**src/rtl/operation_executor_pkg.sv**
```systemverilog
`default_nettype none
//============================================================================
// Module      : operation_executor_pkg
// Description : Shared definitions for the memory-test operation executor.
//               Holds the operation word layout, opcode encodings and FSM
//               state encodings, so producers of operation words and the
//               executor agree on a single definition.
// Revision    : 1.0 - initial release
//----------------------------------------------------------------------------
// Contents    : IR_BFW_OP_SING  - default formatted operation word width
//               c_OP_*          - bit positions of the operation word fields
//               opcode_e        - NOP / W / R / RW opcodes
//               state_e         - executor FSM states
//============================================================================

// Width of a single formatted operation word. Guarded so that a
// project-wide definition takes precedence.
`ifndef IR_BFW_OP_SING
`define IR_BFW_OP_SING 4
`endif

package operation_executor_pkg;

    // Operation word layout: [3:2] opcode, [1] polarity, [0] end-of-element
    localparam int c_OP_EOE_BIT  = 0;
    localparam int c_OP_POL_BIT  = 1;
    localparam int c_OP_CODE_LSB = 2;
    localparam int c_OP_CODE_W   = 2;

    // Width of the saturating miscompare counter
    localparam int c_FAIL_CNT_W  = 8;

    // Width of the read-latency wait counter (covers RD_LAT up to 7)
    localparam int c_WAIT_CNT_W  = 3;

    typedef enum logic [1:0] {
        OPC_NOP = 2'b00,
        OPC_W   = 2'b01,
        OPC_R   = 2'b10,
        OPC_RW  = 2'b11
    } opcode_e;

    typedef enum logic [2:0] {
        ST_IDLE  = 3'd0,
        ST_WRITE = 3'd1,
        ST_READ  = 3'd2,
        ST_WAIT  = 3'd3,
        ST_CMP   = 3'd4,
        ST_WBACK = 3'd5
    } state_e;

endpackage : operation_executor_pkg

`default_nettype wire

```
**src/rtl/operation_executor.sv**
```systemverilog
`default_nettype none
//============================================================================
// Module      : operation_executor
// Description : Executes one formatted memory-test operation at a time
//               against a memory under test. W writes the expected pattern,
//               R reads and compares, RW reads, compares and writes back the
//               inverted pattern. Miscompares are logged (sticky flag, first
//               failing address/data, saturating count) without stalling.
// Revision    : 1.0 - initial release
//----------------------------------------------------------------------------
// Parameters  : OPW    - formatted operation word width
//               AW     - memory address width
//               DW     - memory data width
//               RD_LAT - memory read latency in cycles (1..7)
// Ports       : clk, rst              - clock, synchronous active-high reset
//               op_in/op_valid/op_ready - operation handshake
//               addr_in, bg_in        - target address, background pattern
//               mem_*                 - memory-under-test port
//               fail, fail_addr, fail_data, fail_cnt - miscompare log
//               elem_done             - pulse when an end-of-element op ends
//               busy                  - executor not idle
//============================================================================

module operation_executor
    import operation_executor_pkg::*;
#(
    parameter int OPW    = `IR_BFW_OP_SING,
    parameter int AW     = 8,
    parameter int DW     = 8,
    parameter int RD_LAT = 1
) (
    input  logic                    clk,
    input  logic                    rst,

    input  logic [OPW-1:0]          op_in,
    input  logic                    op_valid,
    output logic                    op_ready,
    input  logic [AW-1:0]           addr_in,
    input  logic [DW-1:0]           bg_in,

    output logic [AW-1:0]           mem_addr,
    output logic                    mem_we,
    output logic                    mem_re,
    output logic [DW-1:0]           mem_wdata,
    input  logic [DW-1:0]           mem_rdata,

    output logic                    fail,
    output logic [AW-1:0]           fail_addr,
    output logic [DW-1:0]           fail_data,
    output logic [c_FAIL_CNT_W-1:0] fail_cnt,

    output logic                    elem_done,
    output logic                    busy
);

    // Number of WAIT cycles between READ and CMP
    localparam logic [c_WAIT_CNT_W-1:0] c_WAIT_LOAD = c_WAIT_CNT_W'(RD_LAT - 1);
    localparam logic [c_FAIL_CNT_W-1:0] c_FAIL_MAX  = '1;

    //------------------------------------------------------------------------
    // Registered state
    //------------------------------------------------------------------------
    state_e                    state_q;
    opcode_e                   opc_q;
    logic                      eoe_q;
    logic [DW-1:0]             exp_q;
    logic [c_WAIT_CNT_W-1:0]   wait_cnt_q;

    logic [AW-1:0]             mem_addr_q;
    logic                      mem_we_q;
    logic                      mem_re_q;
    logic [DW-1:0]             mem_wdata_q;

    logic                      fail_q;
    logic [AW-1:0]             fail_addr_q;
    logic [DW-1:0]             fail_data_q;
    logic [c_FAIL_CNT_W-1:0]   fail_cnt_q;
    logic                      elem_done_q;

    //------------------------------------------------------------------------
    // Combinational helpers
    //------------------------------------------------------------------------
    opcode_e                   opc_d;
    logic                      eoe_d;
    logic [DW-1:0]             exp_d;
    logic                      miscmp_d;
    logic [c_FAIL_CNT_W-1:0]   fail_cnt_d;

    // Decode of the incoming operation word; only used on an accept
    assign opc_d = opcode_e'(op_in[c_OP_CODE_LSB +: c_OP_CODE_W]);
    assign eoe_d = op_in[c_OP_EOE_BIT];

    // Polarity 1 inverts the background pattern
    assign exp_d = bg_in ^ {DW{op_in[c_OP_POL_BIT]}};

    // Inline comparator; only meaningful while in CMP
    assign miscmp_d = (mem_rdata != exp_q);

    // Miscompare counter sticks at its maximum instead of wrapping
    assign fail_cnt_d = (fail_cnt_q == c_FAIL_MAX) ? c_FAIL_MAX
                                                   : fail_cnt_q + 1'b1;

    //------------------------------------------------------------------------
    // Executor FSM with registered outputs
    //------------------------------------------------------------------------
    always_ff @(posedge clk) begin
        if (rst) begin
            state_q     <= ST_IDLE;
            opc_q       <= OPC_NOP;
            eoe_q       <= 1'b0;
            exp_q       <= '0;
            wait_cnt_q  <= '0;
            mem_addr_q  <= '0;
            mem_we_q    <= 1'b0;
            mem_re_q    <= 1'b0;
            mem_wdata_q <= '0;
            fail_q      <= 1'b0;
            fail_addr_q <= '0;
            fail_data_q <= '0;
            fail_cnt_q  <= '0;
            elem_done_q <= 1'b0;
        end else begin
            // Strobes and the done pulse are single-cycle by default;
            // address and write data hold unless a new strobe loads them.
            mem_we_q    <= 1'b0;
            mem_re_q    <= 1'b0;
            elem_done_q <= 1'b0;

            case (state_q)
                ST_IDLE: begin
                    if (op_valid) begin
                        opc_q <= opc_d;
                        eoe_q <= eoe_d;
                        exp_q <= exp_d;
                        case (opc_d)
                            OPC_NOP: begin
                                // Nothing to do on the memory; still signal
                                // the element boundary if requested.
                                elem_done_q <= eoe_d;
                            end
                            OPC_W: begin
                                state_q     <= ST_WRITE;
                                mem_we_q    <= 1'b1;
                                mem_addr_q  <= addr_in;
                                mem_wdata_q <= exp_d;
                            end
                            default: begin
                                // R and RW both start with a read
                                state_q    <= ST_READ;
                                mem_re_q   <= 1'b1;
                                mem_addr_q <= addr_in;
                                wait_cnt_q <= c_WAIT_LOAD;
                            end
                        endcase
                    end
                end

                ST_WRITE: begin
                    state_q     <= ST_IDLE;
                    elem_done_q <= eoe_q;
                end

                ST_READ: begin
                    // With a single-cycle memory the data is already due
                    // in the next cycle, so WAIT is skipped.
                    if (wait_cnt_q == '0) begin
                        state_q <= ST_CMP;
                    end else begin
                        state_q <= ST_WAIT;
                    end
                end

                ST_WAIT: begin
                    // Counts down to zero and stops there
                    if (wait_cnt_q > c_WAIT_CNT_W'(1)) begin
                        wait_cnt_q <= wait_cnt_q - 1'b1;
                    end else begin
                        wait_cnt_q <= '0;
                        state_q    <= ST_CMP;
                    end
                end

                ST_CMP: begin
                    if (miscmp_d) begin
                        fail_q     <= 1'b1;
                        fail_cnt_q <= fail_cnt_d;
                        // Only the first miscompare is captured
                        if (!fail_q) begin
                            fail_addr_q <= mem_addr_q;
                            fail_data_q <= mem_rdata;
                        end
                    end
                    if (opc_q == OPC_RW) begin
                        // Write back the inverted pattern at the same address
                        state_q     <= ST_WBACK;
                        mem_we_q    <= 1'b1;
                        mem_wdata_q <= ~exp_q;
                    end else begin
                        state_q     <= ST_IDLE;
                        elem_done_q <= eoe_q;
                    end
                end

                ST_WBACK: begin
                    state_q     <= ST_IDLE;
                    elem_done_q <= eoe_q;
                end

                default: begin
                    state_q <= ST_IDLE;
                end
            endcase
        end
    end

    //------------------------------------------------------------------------
    // Outputs
    //------------------------------------------------------------------------
    assign op_ready  = (state_q == ST_IDLE);
    assign busy      = (state_q != ST_IDLE);
    assign mem_addr  = mem_addr_q;
    assign mem_we    = mem_we_q;
    assign mem_re    = mem_re_q;
    assign mem_wdata = mem_wdata_q;
    assign fail      = fail_q;
    assign fail_addr = fail_addr_q;
    assign fail_data = fail_data_q;
    assign fail_cnt  = fail_cnt_q;
    assign elem_done = elem_done_q;

endmodule : operation_executor

`default_nettype wire

```
**config.mk**
```make
export PLATFORM = sky130hd
export DESIGN_NAME = operation_executor
export DESIGN_NICKNAME = d
export VERILOG_FILES = /design/src/rtl/operation_executor_pkg.sv /design/src/rtl/operation_executor.sv
export SDC_FILE = /design/constraint.sdc
export NUM_CORES = 1
export LEC_CHECK = 0
export CAP_MARGIN = 20
export CELL_PAD_IN_SITES_DETAIL_PLACEMENT = 1
export CELL_PAD_IN_SITES_GLOBAL_PLACEMENT = 1
export CORE_MARGIN = 4
export CORE_UTILIZATION = 30
export CTS_CLUSTER_SIZE = 8
export DETAILED_ROUTE_END_ITERATION = 10
export HOLD_SLACK_MARGIN = 0.15
export PLACE_DENSITY_LB_ADDON = 0.1
export SLEW_MARGIN = 20
export SYNTH_ARGS = -nofsm -noshare
export SYNTH_HDL_FRONTEND = slang
export SYNTH_SLANG_ARGS = --single-unit
```
**constraint.sdc**
```tcl
create_clock -name clk -period 3.2 [get_ports clk]
set_clock_uncertainty 0.05 [all_clocks]
set_input_delay 0.64 -clock clk [delete_from_list [all_inputs] [get_ports clk]]
set_output_delay 0.64 -clock clk [all_outputs]
set_load 0.005 [all_outputs]
```
==> results.toml <==
[placement]
place_ws_ns = 0.653
numPortBuffers = 76
dp_hpwl_um = 5930
dpl_cell_area_um2 = 3730
globalplace.congestion = 0.725

[sta]
hold_violations = 0
setup_viol = 0
fmaxAchievable_mhz = 422
worstMarginPinSlew_ns = 0.863
setup_tns_ns = 0
post-route-min-period_ns = 2.37
rsz0062_at_grt = "false"
setup_slack_ns = 0.832
slew_headroom = 0.425
finalCritPeriodShare = 0.740
maxSlewViolCount = 0

[synthesis]
synth-compound-area-share = 0.148
synthAdderAreaFrac = 0.0176
synth_top_area_frac = 0.430
syn-num-nets = 359
async_reset_ff_frac = 0
synth_top_area_cell = "dfxtp_1"
ys_types = 45
syn-cell-area_um2 = 2840
yosysWarnings = 0
synth-xor-area-share = 0.0493
synthSimpleGateAreaFrac = 0.188
yosysSeqAreaShare = 0.430
synthFlopType = "dfxtp_1"
synth_edf_count = 0
syn_area_per_cell_um2 = 8.77
muxShareOfSynthArea = 0.116
ys_ff_latch = 61
synth_top_family_by_area = "simple AND/OR/NAND/NOR gates"
synth_area_leaders = "dfxtp_1, mux2i_1, nand2_1, xnor2_1, nor2_1"
synthCells = 324

[cells_and_area]
diodes = 0
area_growth_pct = 38.8
nets = 436
nFillCells = 1069
fin_area_um2 = 3950
final_layout_size_suffix_gt1_frac = 0.0714

[clock_network]
clk_latency_ns = 0.33
cts.clk_slew.worst_paths_ns = 0.07
cts_setup_buffers = 0
cts_tree = "yes"
htreeDepth = 3
clock-sinks = 61
numCtsBuffers = 9
cts_root_buf = "clkbuf_8"
cts_buffer_depth = 2
ctsResizeCount = 0
cts_hold_buf = 0

[grt]
grt_use_total = 0.149
grt_antenna_before_repair = 0
grt_pass1_wl_um = 13400
grt_max_degree = 37
grt_remaining_overflow = 0
grt_pass1_vias = 2642

[routing]
wl_um = 8010
dr.first_iter.drc_count = 39
drt_pre_antenna_iters = 4
drt-wirelength-per-cell_um = 15.0
via_per_inst = 4.78
drc = 0
final_antenna_net_count = 0
dr_total_vias = 2555

[floorplanning]
coreArea_um2 = 9240
die_w_um = 105
ios = 77
num_rows = 35
initial_utilization = 0.308
die_h_um = 105
die_area_um2 = 11100

[setup_path]
slowest_delay_ns = 0.46
crit_buf_inv = 2
critPathTopFamily = "buffers and inverters"
worstPathArrival_ns = 1.68
slowest_stage = "clkdlybuf4s50_1"
crit_fanout = 10
crit_required_ns = 2.51
crit_path_end_kind = "primary output"
crit_type = "reg -> out"
cp_cell_sequence = "nor3_1 > inv_1 > clkdlybuf4s50_1"
start_kind = "flip-flop"

[job]
cap_violations = 0

[hold_path]
hold_class = "reg -> reg"

[pwr]
p_per_area_nw_per_um2 = 468
totalPowerFinal_mw = 1.85
power.leakage_nw = 1.37
ir_drop_mv = 0.185

[outcome]
outcome = "complete, no violations"
==> cell families after synthesis <==
group           after synthesis
buf+inv                      31
compound gates               59
mux                          33
fa+ha+maj                     4
simple gates                120
xor+xnor                     16
flops                        61
==> state kept, by name, summed over array words and instances (netlist names) <==
name        count
mem_re          1
fail_data       8
state_q         3
opc_q           2
mem_addr        8
mem_we          1
fail_cnt        8
exp_q           8
elem_done       1
wait_cnt_q      3
eoe_q           1
fail            1
mem_wdata       8
fail_addr       8
==> layout by cell type (no fill, tap or decap), drive strengths merged, types with 3 or more instances in the layout <==
| cell | n |
|---|---|
| nand3 | 7 |
| o21ai | 7 |
| and4 | 3 |
| nand4 | 3 |
| clkdlybuf4s50 | 76 |
| nor2 | 28 |
| a211oi | 14 |
| inv | 11 |
| a221oi | 3 |
| a21oi | 16 |
| xnor2 | 16 |
| clkbuf | 11 |
| dfxtp | 61 |
| buf | 9 |
| ha | 4 |
| mux2i | 33 |
| clkinv | 3 |
| nor3 | 4 |
| nand2 | 63 |
==> per-stage QoR <==
stage | hold WS [ns] | instances | utilization
after floorplan | 0.386 | 324 | -
after global placement | 0.394 | 519 | 0.404
final | 0.410 | 535 | 0.427
after global routing | 0.428 | 535 | 0.427
after detailed placement | 0.403 | 519 | 0.404
after CTS | 0.414 | 535 | 0.427
==> report_power, final <==
group          switching, mW  leakage [nW]  internal [mW]
combinational          0.142         0.775          0.155
sequential            0.0374         0.496          0.798
clock                  0.314         0.102          0.402
total                  0.493          1.37           1.35
==> cell usage after synthesis (4+ instances only) <==
cell	count
nand2_1	63
dfxtp_1	61
mux2i_1	33
nor2_1	28
a21oi_1	16
xnor2_1	16
a211oi_1	13
inv_1	11
clkbuf_1	10
nand3_1	7
o21ai_0	6
buf_2	4
ha_1	4
nor3_1	4
==> final timing paths <==
kind,from,end,slack [ns],cells after the start
worst min-delay path,fail_addr[6],fail_addr[6],0.41,2
worst max register to register,state_q[2],fail_data[0],0.97,4
worst max-delay path,state_q[1],busy,0.83,3
worst min register to register,fail_addr[6],fail_addr[6],0.41,2
==> final cells by class <==
cell class,count,area [µm²],share of cell area
clock inverters,5,58.8,0.0149
clock buffers,11,151,0.0384
flip-flops and latches,61,1220,0.310
well taps,129,161,0.0409
repair buffers,85,828,0.210
inverters,12,45.0,0.0114
multi-input cells,232,1480,0.375
==> worst reg2reg max path: stages, from the launching register on <==
cell	delay, ns
dfxtp_1	0.50
or3b_1	0.75
a211oi_4	0.29
buf_4	0.33
mux2i_1	0.24
==> per-layer routing <==
metal | GRT usage | share of wire
met5 | 0 | 0
met4 | 0.0562 | 0.011
met3 | 0.0306 | 0.037
met2 | 0.242 | 0.47
met1 | 0.195 | 0.48
No activity file was read; power rests on OpenSTA's default activity.
